==> config.mk <==
export PLATFORM = sky130hd
export DESIGN_NAME = seq_multiplier
export DESIGN_NICKNAME = d
export VERILOG_FILES = /design/src/rtl/seq_multiplier.sv
export SDC_FILE = /design/constraint.sdc
export NUM_CORES = 1
export LEC_CHECK = 0
export ABC_CLOCK_PERIOD_IN_PS = 6900
export CELL_PAD_IN_SITES_DETAIL_PLACEMENT = 0
export CELL_PAD_IN_SITES_GLOBAL_PLACEMENT = 1
export CORE_MARGIN = 2
export CORE_UTILIZATION = 30
export DETAILED_ROUTE_END_ITERATION = 12
export PLACE_DENSITY_LB_ADDON = 0.1
export SLEW_MARGIN = 30
export SYNTH_ARGS = -nofsm -noshare
export SYNTH_HDL_FRONTEND = slang
export SYNTH_SLANG_ARGS = --single-unit
==> constraint.sdc <==
create_clock -name clock -period 6.9 [get_ports clock]
set_input_delay 0.69 -clock clock [delete_from_list [all_inputs] [get_ports clock]]
set_output_delay 0.69 -clock clock [all_outputs]
set_load 0.01 [all_outputs]
==> src/rtl/seq_multiplier.sv <==
// seq_multiplier: radix-2 shift-add multiplier, signed/unsigned, one product
// bit per clock, WIDTH busy cycles followed by a one-cycle done pulse.
module seq_multiplier #(
    parameter int WIDTH = 32
) (
    input  logic               clock,
    input  logic               reset,
    input  logic               start,
    input  logic               is_signed,
    input  logic [0:WIDTH-1]   op_a,
    input  logic [0:WIDTH-1]   op_b,
    output logic               busy,
    output logic               done,
    output logic [0:WIDTH-1]   product_hi,
    output logic [WIDTH-1:0]   product_lo
);
    localparam int CW = $clog2(WIDTH + 1);

    typedef enum logic [1:0] {IDLE, BUSY, DONE} state_t;

    state_t               state, state_n;
    logic [WIDTH-1:0]     a_u, b_u, mag_a, mag_b, mplier;
    logic [2*WIDTH-1:0]   mcand, acc, acc_n;
    logic [CW-1:0]        cnt;
    logic                 neg, load, last;

    // Operands are numerically MSB-first on the ports; work on plain descending copies.
    assign a_u   = op_a;
    assign b_u   = op_b;
    assign mag_a = (is_signed && a_u[WIDTH-1]) ? -a_u : a_u;
    assign mag_b = (is_signed && b_u[WIDTH-1]) ? -b_u : b_u;
    assign load  = start && state != BUSY;
    assign last  = cnt == CW'(WIDTH - 1);
    assign acc_n = acc + (mplier[0] ? mcand : '0);

    always_comb begin
        state_n = state;
        state_n = state == IDLE ? (start ? BUSY : IDLE) :
                  state == BUSY ? (last ? DONE : BUSY) :
                                  (start ? BUSY : IDLE);
    end

    always_ff @(posedge clock or posedge reset) begin
        if (reset) begin
            state      <= IDLE;
            busy       <= 1'b0;
            done       <= 1'b0;
            mcand      <= '0;
            mplier     <= '0;
            acc        <= '0;
            cnt        <= '0;
            neg        <= 1'b0;
            product_hi <= '0;
            product_lo <= '0;
        end else begin
            state <= state_n;
            busy  <= state_n == BUSY;
            done  <= state_n == DONE;
            if (load) begin
                mcand  <= {{WIDTH{1'b0}}, mag_a};
                mplier <= mag_b;
                acc    <= '0;
                cnt    <= '0;
                neg    <= is_signed && (a_u[WIDTH-1] ^ b_u[WIDTH-1]);
            end else if (state == BUSY) begin
                acc    <= acc_n;
                mcand  <= mcand << 1;
                mplier <= mplier >> 1;
                cnt    <= cnt + 1'b1;
                // Outputs only change on the final step, so partial sums never show.
                if (last) {product_hi, product_lo} <= neg ? -acc_n : acc_n;
            end
        end
    end
endmodule

==> run_results.csv, run 1 <==
group,metric,value,unit
run_status,outcome,"finished clean",
synth,synth_nets,2353,
setup_path,crit_fanout,41,
finish,num_antenna_cells,0,
global_routing,grt_max_degree,184,
worst_hold_path,hold_depth,2,
timing,hold_viol_final,0,
synth,synthCells,2217,
timing,post-route-period-util,84.0,%
setup_path,end_kind,"flip-flop",
global_routing,grt_pass1_wl,92.8,mm
setup_path,critPathSlowestCell,"dfrtp_1",
routing,first_pass_iters,7,
routing,highest-signal-layer,"met4",
setup_path,path_class,"reg2reg",
synth,ys_warn_count,0,
setup_path,cp_cell_sequence,"buf_4, and2_1, ha_1, a21oi_1, o211ai_1, a221oi_2, nand2_1, or3_1, a222oi_1, nand4_1, nor3_1, nand3_1, o31ai_1, xnor2_1, o21ai_1",
setup_path,slowest_delay,0.77,ns
floorplan,dieArea,60300,sq um
floorplan,core_region_area,57700,sq um
clock_tree,cts_sinks,235,
routing,remaining_drc_errors,0,
routing,met2_length,23.7,mm
routing,drt_iter0_drc,1226,
placement,place_area,19400,sq um
worst_hold_path,hold_end,"product_lo[29]",
synth,yosysTopAreaCellShare,33.6,%
finish,syn_to_final_growth,17.9,%
routing,viasPerCell,5.29,
worst_hold_path,hold_path.startpoint,"product_lo[29]",
routing,wl_per_cell,19.4,um
synth,synth_edf_count,0,
global_routing,grt_pass1_vias,15451,
floorplan,ios,134,
global_routing,grt-ovfl-total,0,
clock_tree,cts_setup_buffers,0,
power,powerDensity,385,nW/um^2
routing,drt_wl_total,59.3,mm
finish,drive_gt1_share,5.75,%
setup_path,rr_worst_depth,15,
power,p_leak,8.53,nW
synth,synthTopCellsByCount,"nand2_1 (436), o21ai_0 (308), dfrtp_1 (235), a21oi_1 (104), nor2_1 (102)",
setup_path,r2r_start,"mplier[0]",
timing,finalSetupTns,0,ns
floorplan,die_height,246,um
clock_tree,htree_levels,2,
clock_tree,clk_latency,0.56,ns
global_routing,track_usage,19.7,%
placement,place.gp.congestion,0.939,
clock_tree,clockRootBuffer,"clkbuf_16",
clock_tree,numCtsBuffers,35,
setup_path,worstPathRequired,7.33,ns
timing,tightest_slew,0.904,ns
setup_path,r2r_setup_slack,1.11,ns
synth,avgSynthCellArea,7.89,sq um
synth,synth_ff_type,"dfrtp_1",
worst_hold_path,worstHoldPathType,"reg2reg",
synth,synth_cell_type_count,93,
routing,detail-route-antenna-nets,0,
floorplan,rows,88,
synth,yosysMostFrequentCell,"nand2_1",
finish,final_area,20600,sq um
power,worst_ir_drop_vdd,0.152,mV
synth,ys_top_cells_by_area,"dfrtp_1 (34%), nand2_1 (9.4%), o21ai_0 (8.8%)",
synth,synth-seq-cells,235,
flow_run,cap_violations,0,
synth,synthArstFlopShare,100,%
global_routing,antenna_found_initial,0,
synth,synth_area,17500,sq um
setup_path,start_kind,"flip-flop",
timing,relSlewSlack,39.2,%
setup_path,worst-path-buf-inv,1,
setup_path,arrival,6.22,ns
synth,yosysTopAreaCell,"dfrtp_1",
synth,yosysSeqAreaShare,33.6,%
routing,wl_met3,3.15,mm
clock_tree,cts_hold_buf,0,
placement,port_buffers,133,
timing,rsz0062_at_grt,"no",
clock_tree,cts_tree,"done",
placement,dp_hpwl,44.9,mm
clock_tree,cts_resized,0,
routing,wl_met1,31.2,mm
timing,max_freq,0.173,GHz
clock_tree,clk_pin_slew_worst_paths,0.05,ns
floorplan,start_util,30.3,%
clock_tree,cts.path.max_buffers,3,
timing,setup_violations,0,
floorplan,die_width,246,um
timing,slew_viol_final,0,
timing,fin_crit,5.79,ns
setup_path,r2r_end,"product_hi[2]",
routing,vias,16181,
finish,finalNetCount,2406,
setup_path,cp_top_family,"compound AO/OA/AOI/OAI gates",
timing,fin_worst_skew,0.0242,ns
## state kept, by name, indices dropped and copies added (netlist names)
name,flops
state,2
mplier,32
done,1
cnt,6
neg,1
product_lo,32
product_hi,32
busy,1
acc,64
mcand,64
## stage by stage
stage / setup WS [ns] / power (mW) / util, % / hold WS (ns) / cells
5_1_grt: 0.539 / 8.59 / 35.8 / 0.499 / 3060
6_report: 1.11 / 7.95 / 35.8 / 0.473 / 3060
3_3_place_gp: 1.28 / 6.09 / 33.6 / 0.458 / 2997
2_1_floorplan: 2.38 / 4.74 / - / 0.445 / 2217
3_5_place_dp: 1.18 / 6.09 / 33.7 / 0.462 / 2997
4_1_cts: 1.17 / 8.00 / 35.7 / 0.479 / 3059
## cell families after synthesis
group | synth area share (%)
compound gates | 22.5
xor+xnor | 8.05
fa+ha+maj | 4.91
buf+inv | 3.84
flops | 33.6
mux | 0.858
simple gates | 26.2
## tightest hold or removal path, stage by stage, from the launching register on
cell and delay, ns:
dfrtp_1 0.34, nand2_1 0.04, o21ai_0 0.06
## worst max-delay path by stage
stage / startpoint / endpoint / slack (ns) / depth (start not counted)
after floorplan: mplier[0] / product_hi[18] / 2.38 / 17
after global placement: mplier[0] / product_hi[8] / 1.28 / 14
final: mplier[0] / product_hi[2] / 1.11 / 15
after global routing: mplier[0] / product_hi[1] / 0.54 / 15
after CTS: mplier[0] / product_hi[3] / 1.17 / 15
after detailed placement: mplier[0] / product_hi[2] / 1.18 / 15
## power breakdown
part           leakage (nW)  switching, mW  internal [mW]  total [mW]
registers              3.05          0.435           1.92        2.35
logic                  4.90           2.34           1.39        3.74
clock network         0.577          0.706           1.15        1.86
total                  8.53           3.48           4.46        7.95
## layout by cell type, fill, tap and decap left out, drive strengths merged, types with 25 or more instances in the layout
cell           synthesis  routed
nand3                 35      35
clkbuf               100      48
ha                    67      67
nand2                436     436
nor2                 102     102
o21ai                344     344
and2                  75      75
xnor2                 84      84
nand3b                97      97
or3                   28      28
nand4                 36      36
xor2                  76      76
o31ai                 35      35
a21oi                116     116
clkdlybuf4s50          0     132
dfrtp                235     235
inv                   35      38
nor3                  25      25
## cell type report
cell class	count	area [sq um]
fillers	6114	37100
multi-input cells	1814	11000
flip-flops and latches	235	5880
repair buffers	149	1500
clock buffers	48	985
well taps	765	957
clock inverters	14	191
inverters	35	135
## layer usage
layer  track usage, %  up-vias
met2             27.5      438
met1             30.7     7683
met5                0        -
li1                 -     7985
met4             5.06        0
met3             3.39       75
(Power assumes the default switching activity.)
==> run 2, diff against run 1 <==
- ABC_CLOCK_PERIOD_IN_PS: 6900 -> 5770
- clock period: 6.9 -> 5.77 ns (I/O delays scaled with it)
==> run 2 against run 1 <==
Count of clock-buffer cells in the layout fell by 7; fmax is 8.3% higher; total power grew 18%; global-route usage is 0.20 points lower; highest routed layer unchanged.
==> run_results.csv, run 2 (synthesized netlist as in run 1, its figures left out) <==
group,metric,value,unit
finish,finalNetCount,2440,
clock_tree,cts_tree,"done",
timing,relSlewSlack,35.7,%
clock_tree,cts.path.max_buffers,3,
global_routing,grt-ovfl-total,0,
timing,tightest_slew,0.964,ns
timing,slew_viol_final,0,
timing,setup_ws,0.421,ns
placement,place.gp.congestion,0.941,
clock_tree,clk_pin_slew_worst_paths,0.06,ns
routing,remaining_drc_errors,0,
timing,timing.hold.ws,0.472,ns
timing,rsz0062_at_grt,"no",
setup_path,crit_fanout,29,
finish,final_cell_mix,"nand2_1 (436), o21ai_0 (308), dfrtp_1 (233)",
setup_path,worstPathRequired,6.22,ns
floorplan,core_region_area,57700,sq um
floorplan,die_height,246,um
routing,viasPerCell,5.25,
global_routing,grt_pass1_vias,15470,
power,finalPower,9.34,mW
finish,final_area,20700,sq um
setup_path,end_kind,"flip-flop",
timing,post-route-period-util,92.7,%
routing,drt_iter0_drc,1098,
timing,fin_worst_skew,0.0182,ns
global_routing,antenna_found_initial,0,
routing,vias,16203,
floorplan,start_util,30.3,%
setup_path,start_kind,"flip-flop",
power,p_leak,8.62,nW
placement,dpl_worst_slack,0.255,ns
global_routing,grt_max_degree,163,
placement,placed_cells,3037,
routing,wl_per_cell,19.1,um
routing,drt_wl_total,58.9,mm
global_routing,grt_pass1_wl,92.8,mm
clock_tree,clk_latency,0.58,ns
placement,dp_hpwl,45.2,mm
timing,finalSetupTns,0,ns
setup_path,arrival,5.80,ns
routing,first_pass_iters,5,
routing,detail-route-antenna-nets,0,
worst_hold_path,worstHoldPathType,"reg2reg",
floorplan,rows,88,
placement,place_area,19700,sq um
finish,final_common_cell,"nand2_1",
worst_hold_path,hold_depth,2,
timing,fin_crit,5.35,ns
setup_path,rr_worst_depth,15,
power,powerDensity,452,nW/um^2
setup_path,path_class,"reg2reg",
clock_tree,numCtsBuffers,30,
timing,hold_viol_final,0,
finish,drive_gt1_share,6.93,%
floorplan,ios,134,
flow_run,cap_violations,0,
timing,max_freq,0.187,GHz
timing,setup_violations,0,
finish,finalNonFillerCells,3089,
power,worst_ir_drop_vdd,0.229,mV
finish,postLayoutCoreUtil,35.8,%
global_routing,track_usage,19.5,%
clock_tree,htree_levels,1,
floorplan,dieArea,60300,sq um
run_status,outcome,"finished clean",
floorplan,die_width,246,um
clock_tree,cts_sinks,235,
finish,syn_to_final_growth,18.2,%
finish,top_regs,"acc (64), mcand (64)",
clock_tree,clockRootBuffer,"clkbuf_16",
placement,port_buffers,133,
[run 2: final timing paths]
kind,startpoint,end,slack [ns]
setup / recovery,mplier[0],product_hi[2],0.42
hold / removal,product_lo[18],product_lo[18],0.47
setup reg to reg,mplier[0],product_hi[2],0.42
hold reg to reg,product_lo[18],product_lo[18],0.47
max in group asynchronous,reset,neg,4.07
min in group asynchronous,reset,product_lo[3],0.50
[run 2: metal layers]
metal	track usage (%)	vias to the layer above	share of wire, %
met5	0	-	0
met4	4.47	0	2.1
met3	2.24	69	5.6
met2	27.9	435	40
met1	30.7	7668	52
li1	-	8031	-
[run 2: worst max-delay path, cell delays in order, from the launching register on]
cell	delay, ns
dfrtp_2	0.56
and2_1	0.26
ha_1	0.47
nand2_1	0.16
o21ai_0	0.44
o21ai_0	0.35
o31ai_1	0.59
xnor2_2	0.27
o211ai_4	0.16
or4b_4	0.59
nor4_2	0.31
buf_4	0.17
nand3_1	0.27
o31ai_1	0.37
xnor2_1	0.17
o21ai_1	0.07
[run 2: repair_timing]
| item | CTS | global route |
|---|---|---|
| resized for setup | 0 | 1 |
| buffers inserted | 0 | 0 |
| endpoints found under the setup margin | 0 | 15 |
| hold buffers | 0 | 0 |
[run 2: where the power goes]
group	internal [mW]	switching, mW	total [mW]	leakage [nW]
combinational	1.81	2.92	4.73	5.09
sequential	2.29	0.480	2.77	3.05
clock	1.09	0.754	1.84	0.479
[run 2: cell type report]
| type | instances | area [sq um] |
|---|---|---|
| fillers | 6099 | 37000 |
| multi-input cells | 1814 | 11000 |
| flip-flops and latches | 235 | 5880 |
| repair buffers | 188 | 1790 |
| well taps | 765 | 957 |
| clock buffers | 41 | 873 |
| inverters | 35 | 135 |
| clock inverters | 10 | 78.8 |
| diodes | 1 | 2.50 |
==> run 3, diff against run 2 <==
- REMOVE_ABC_BUFFERS: default -> 1
==> run 3 against run 2 <==
Highest routed layer unchanged; sequential power hardly changed; global-route usage shrank 0.31 points; first-iteration DRC count is 6.2% lower; sequential share of layout area increased by 0.15 points; total power down 0.87%; die area did not move; via count hardly changed; critical path type unchanged; critical endpoint is now product_hi[15]; final cell count is 0.55% lower; routed wire length is 0.95% lower.
==> run_results.csv, run 3 (synthesized netlist as in run 1, its figures left out) <==
group,metric,value,unit
placement,dp_hpwl,44.3,mm
flow_run,cap_violations,0,
finish,final_cell_mix,"nand2_1 (436), o21ai_0 (308), dfrtp_1 (234)",
placement,placed_cells,3015,
global_routing,grt_pass1_vias,15625,
finish,final_common_cell,"nand2_1",
timing,max_freq,0.190,GHz
clock_tree,clk_latency,0.59,ns
finish,multiInputGateArea,11000,sq um
finish,nFillCells,6147,
run_status,outcome,"finished clean",
timing,fin_worst_skew,0.0218,ns
finish,drive_gt1_share,6.11,%
placement,dpl_worst_slack,0.344,ns
setup_path,cp_cell_sequence,"buf_4, and2_1, ha_1, nand2_1, or3_1, nor4b_1, o21a_1, o21ai_0, a222oi_1, nand4_1, or3_4, or3_4, o31ai_2, xnor2_1, o21ai_1",
setup_path,worstPathRequired,6.20,ns
setup_path,cp_top_family,"simple AND/OR/NAND/NOR gates",
finish,top_regs,"acc (64), mcand (64)",
clock_tree,cts_tree,"done",
power,p_leak,8.53,nW
clock_tree,cts.path.max_buffers,3,
setup_path,crit_fanout,41,
global_routing,grt_max_degree,184,
clock_tree,cts_hold_buf,0,
setup_path,critPathMostFrequentCell,"or3_4",
clock_tree,cts_setup_buffers,0,
timing,rsz0062_at_grt,"no",
finish,final-seq-area,5880,sq um
global_routing,antenna_found_initial,1,
finish,finalNonFillerCells,3072,
timing,setup_violations,0,
clock_tree,htree_levels,1,
clock_tree,cts_resized,0,
setup_path,path_class,"reg2reg",
clock_tree,cts_sinks,235,
floorplan,rows,88,
timing,hold_viol_final,0,
global_routing,grt_pass1_wl,92.0,mm
power,powerDensity,450,nW/um^2
setup_path,start_kind,"flip-flop",
floorplan,die_width,246,um
routing,wl_met3,2.91,mm
timing,relSlewSlack,41.4,%
timing,post-route-period-util,91.2,%
routing,first_pass_iters,6,
setup_path,critPathSlowestCell,"a222oi_1",
power,worst_ir_drop_vdd,0.238,mV
finish,finalNetCount,2419,
setup_path,arrival,5.69,ns
clock_tree,numCtsBuffers,31,
routing,remaining_drc_errors,0,
setup_path,end_kind,"flip-flop",
global_routing,grt-ovfl-total,0,
timing,slew_viol_final,0,
placement,port_buffers,133,
floorplan,start_util,30.3,%
routing,highest-signal-layer,"met4",
global_routing,track_usage,19.2,%
floorplan,ios,134,
timing,setup_ws,0.508,ns
floorplan,core_region_area,57700,sq um
routing,viasPerCell,5.28,
setup_path,slowest_delay,0.55,ns
clock_tree,clockRootBuffer,"clkbuf_16",
routing,vias,16207,
routing,detail-route-antenna-nets,0,
floorplan,die_height,246,um
finish,num_antenna_cells,0,
timing,tightest_slew,0.880,ns
floorplan,dieArea,60300,sq um
placement,place.gp.congestion,0.926,
clock_tree,clk_pin_slew_worst_paths,0.06,ns
routing,drt_wl_total,58.3,mm
worst_hold_path,worstHoldPathType,"reg2reg",
setup_path,worst-path-buf-inv,1,
timing,fin_crit,5.26,ns
finish,syn_to_final_growth,17.5,%
routing,wl_met1,30.2,mm
routing,wl_per_cell,19.0,um
routing,drt_iter0_drc,1030,
routing,met2_length,24.3,mm
## run 3: cell types whose count changed in the layout (fill, tap and decap cells not counted), moves of 2 or more
cell,delta
buf_4,-22
clkinv_2,-4
clkbuf_8,+2
clkbuf_1,+6
## run 3: layer usage
layer  vias to the layer above  global-route usage, %
li1                       8000                      -
met2                       385                   28.2
met3                        63                   2.22
met4                         0                   3.92
met1                      7759                   29.8
met5                         -                      0
## run 3: worst min-delay path: cells and delay by family (launching register included)
| kind | cells | cell delay, ns |
|---|---|---|
| DFF | 1 | 0.33 |
| and+or+nand+nor | 1 | 0.05 |
| AOI/OAI and AO/OA | 1 | 0.06 |
## run 3: layout make-up
cell class                 instances  share of cell area [%]
tap                              765                    4.65
timing repair buffer             166                    7.82
multi-input combinational       1814                    53.4
clock inverter                     8                   0.359
sequential                       235                    28.6
inverter                          35                   0.675
clock buffer                      49                    4.49
## run 3: path summary, 6_finish.rpt
kind | cells past startpoint | slack, ns | end | from
max in group asynchronous | 3 | 4.08 | mcand[56] | reset
hold / removal | 2 | 0.48 | product_lo[27] | product_lo[27]
setup reg to reg | 15 | 0.51 | product_hi[15] | mplier[0]
setup / recovery | 15 | 0.51 | product_hi[15] | mplier[0]
min in group asynchronous | 2 | 0.49 | product_lo[18] | reset
hold reg to reg | 2 | 0.48 | product_lo[27] | product_lo[27]
## run 3: per-stage QoR
step | hold slack [ns] | power [mW] | cell area, sq um | TNS, ns | util [%]
final | 0.475 | 9.26 | 20600 | 0 | 35.6
after global routing | 0.504 | 10.0 | 20600 | 0 | 35.6
after detailed placement | 0.469 | 7.37 | 19600 | 0 | 33.9
after CTS | 0.483 | 9.34 | 20600 | 0 | 35.6
after floorplan | 0.445 | 5.60 | 17000 | -496.48 | -
after global placement | 0.462 | 7.34 | 19600 | 0 | 33.9
## run 3: report_power, final
part	total (mW)	switching [mW]	internal, mW	leakage, nW
combinational	4.59	2.86	1.73	4.99
clock	1.91	0.773	1.13	0.486
sequential	2.77	0.475	2.29	3.05
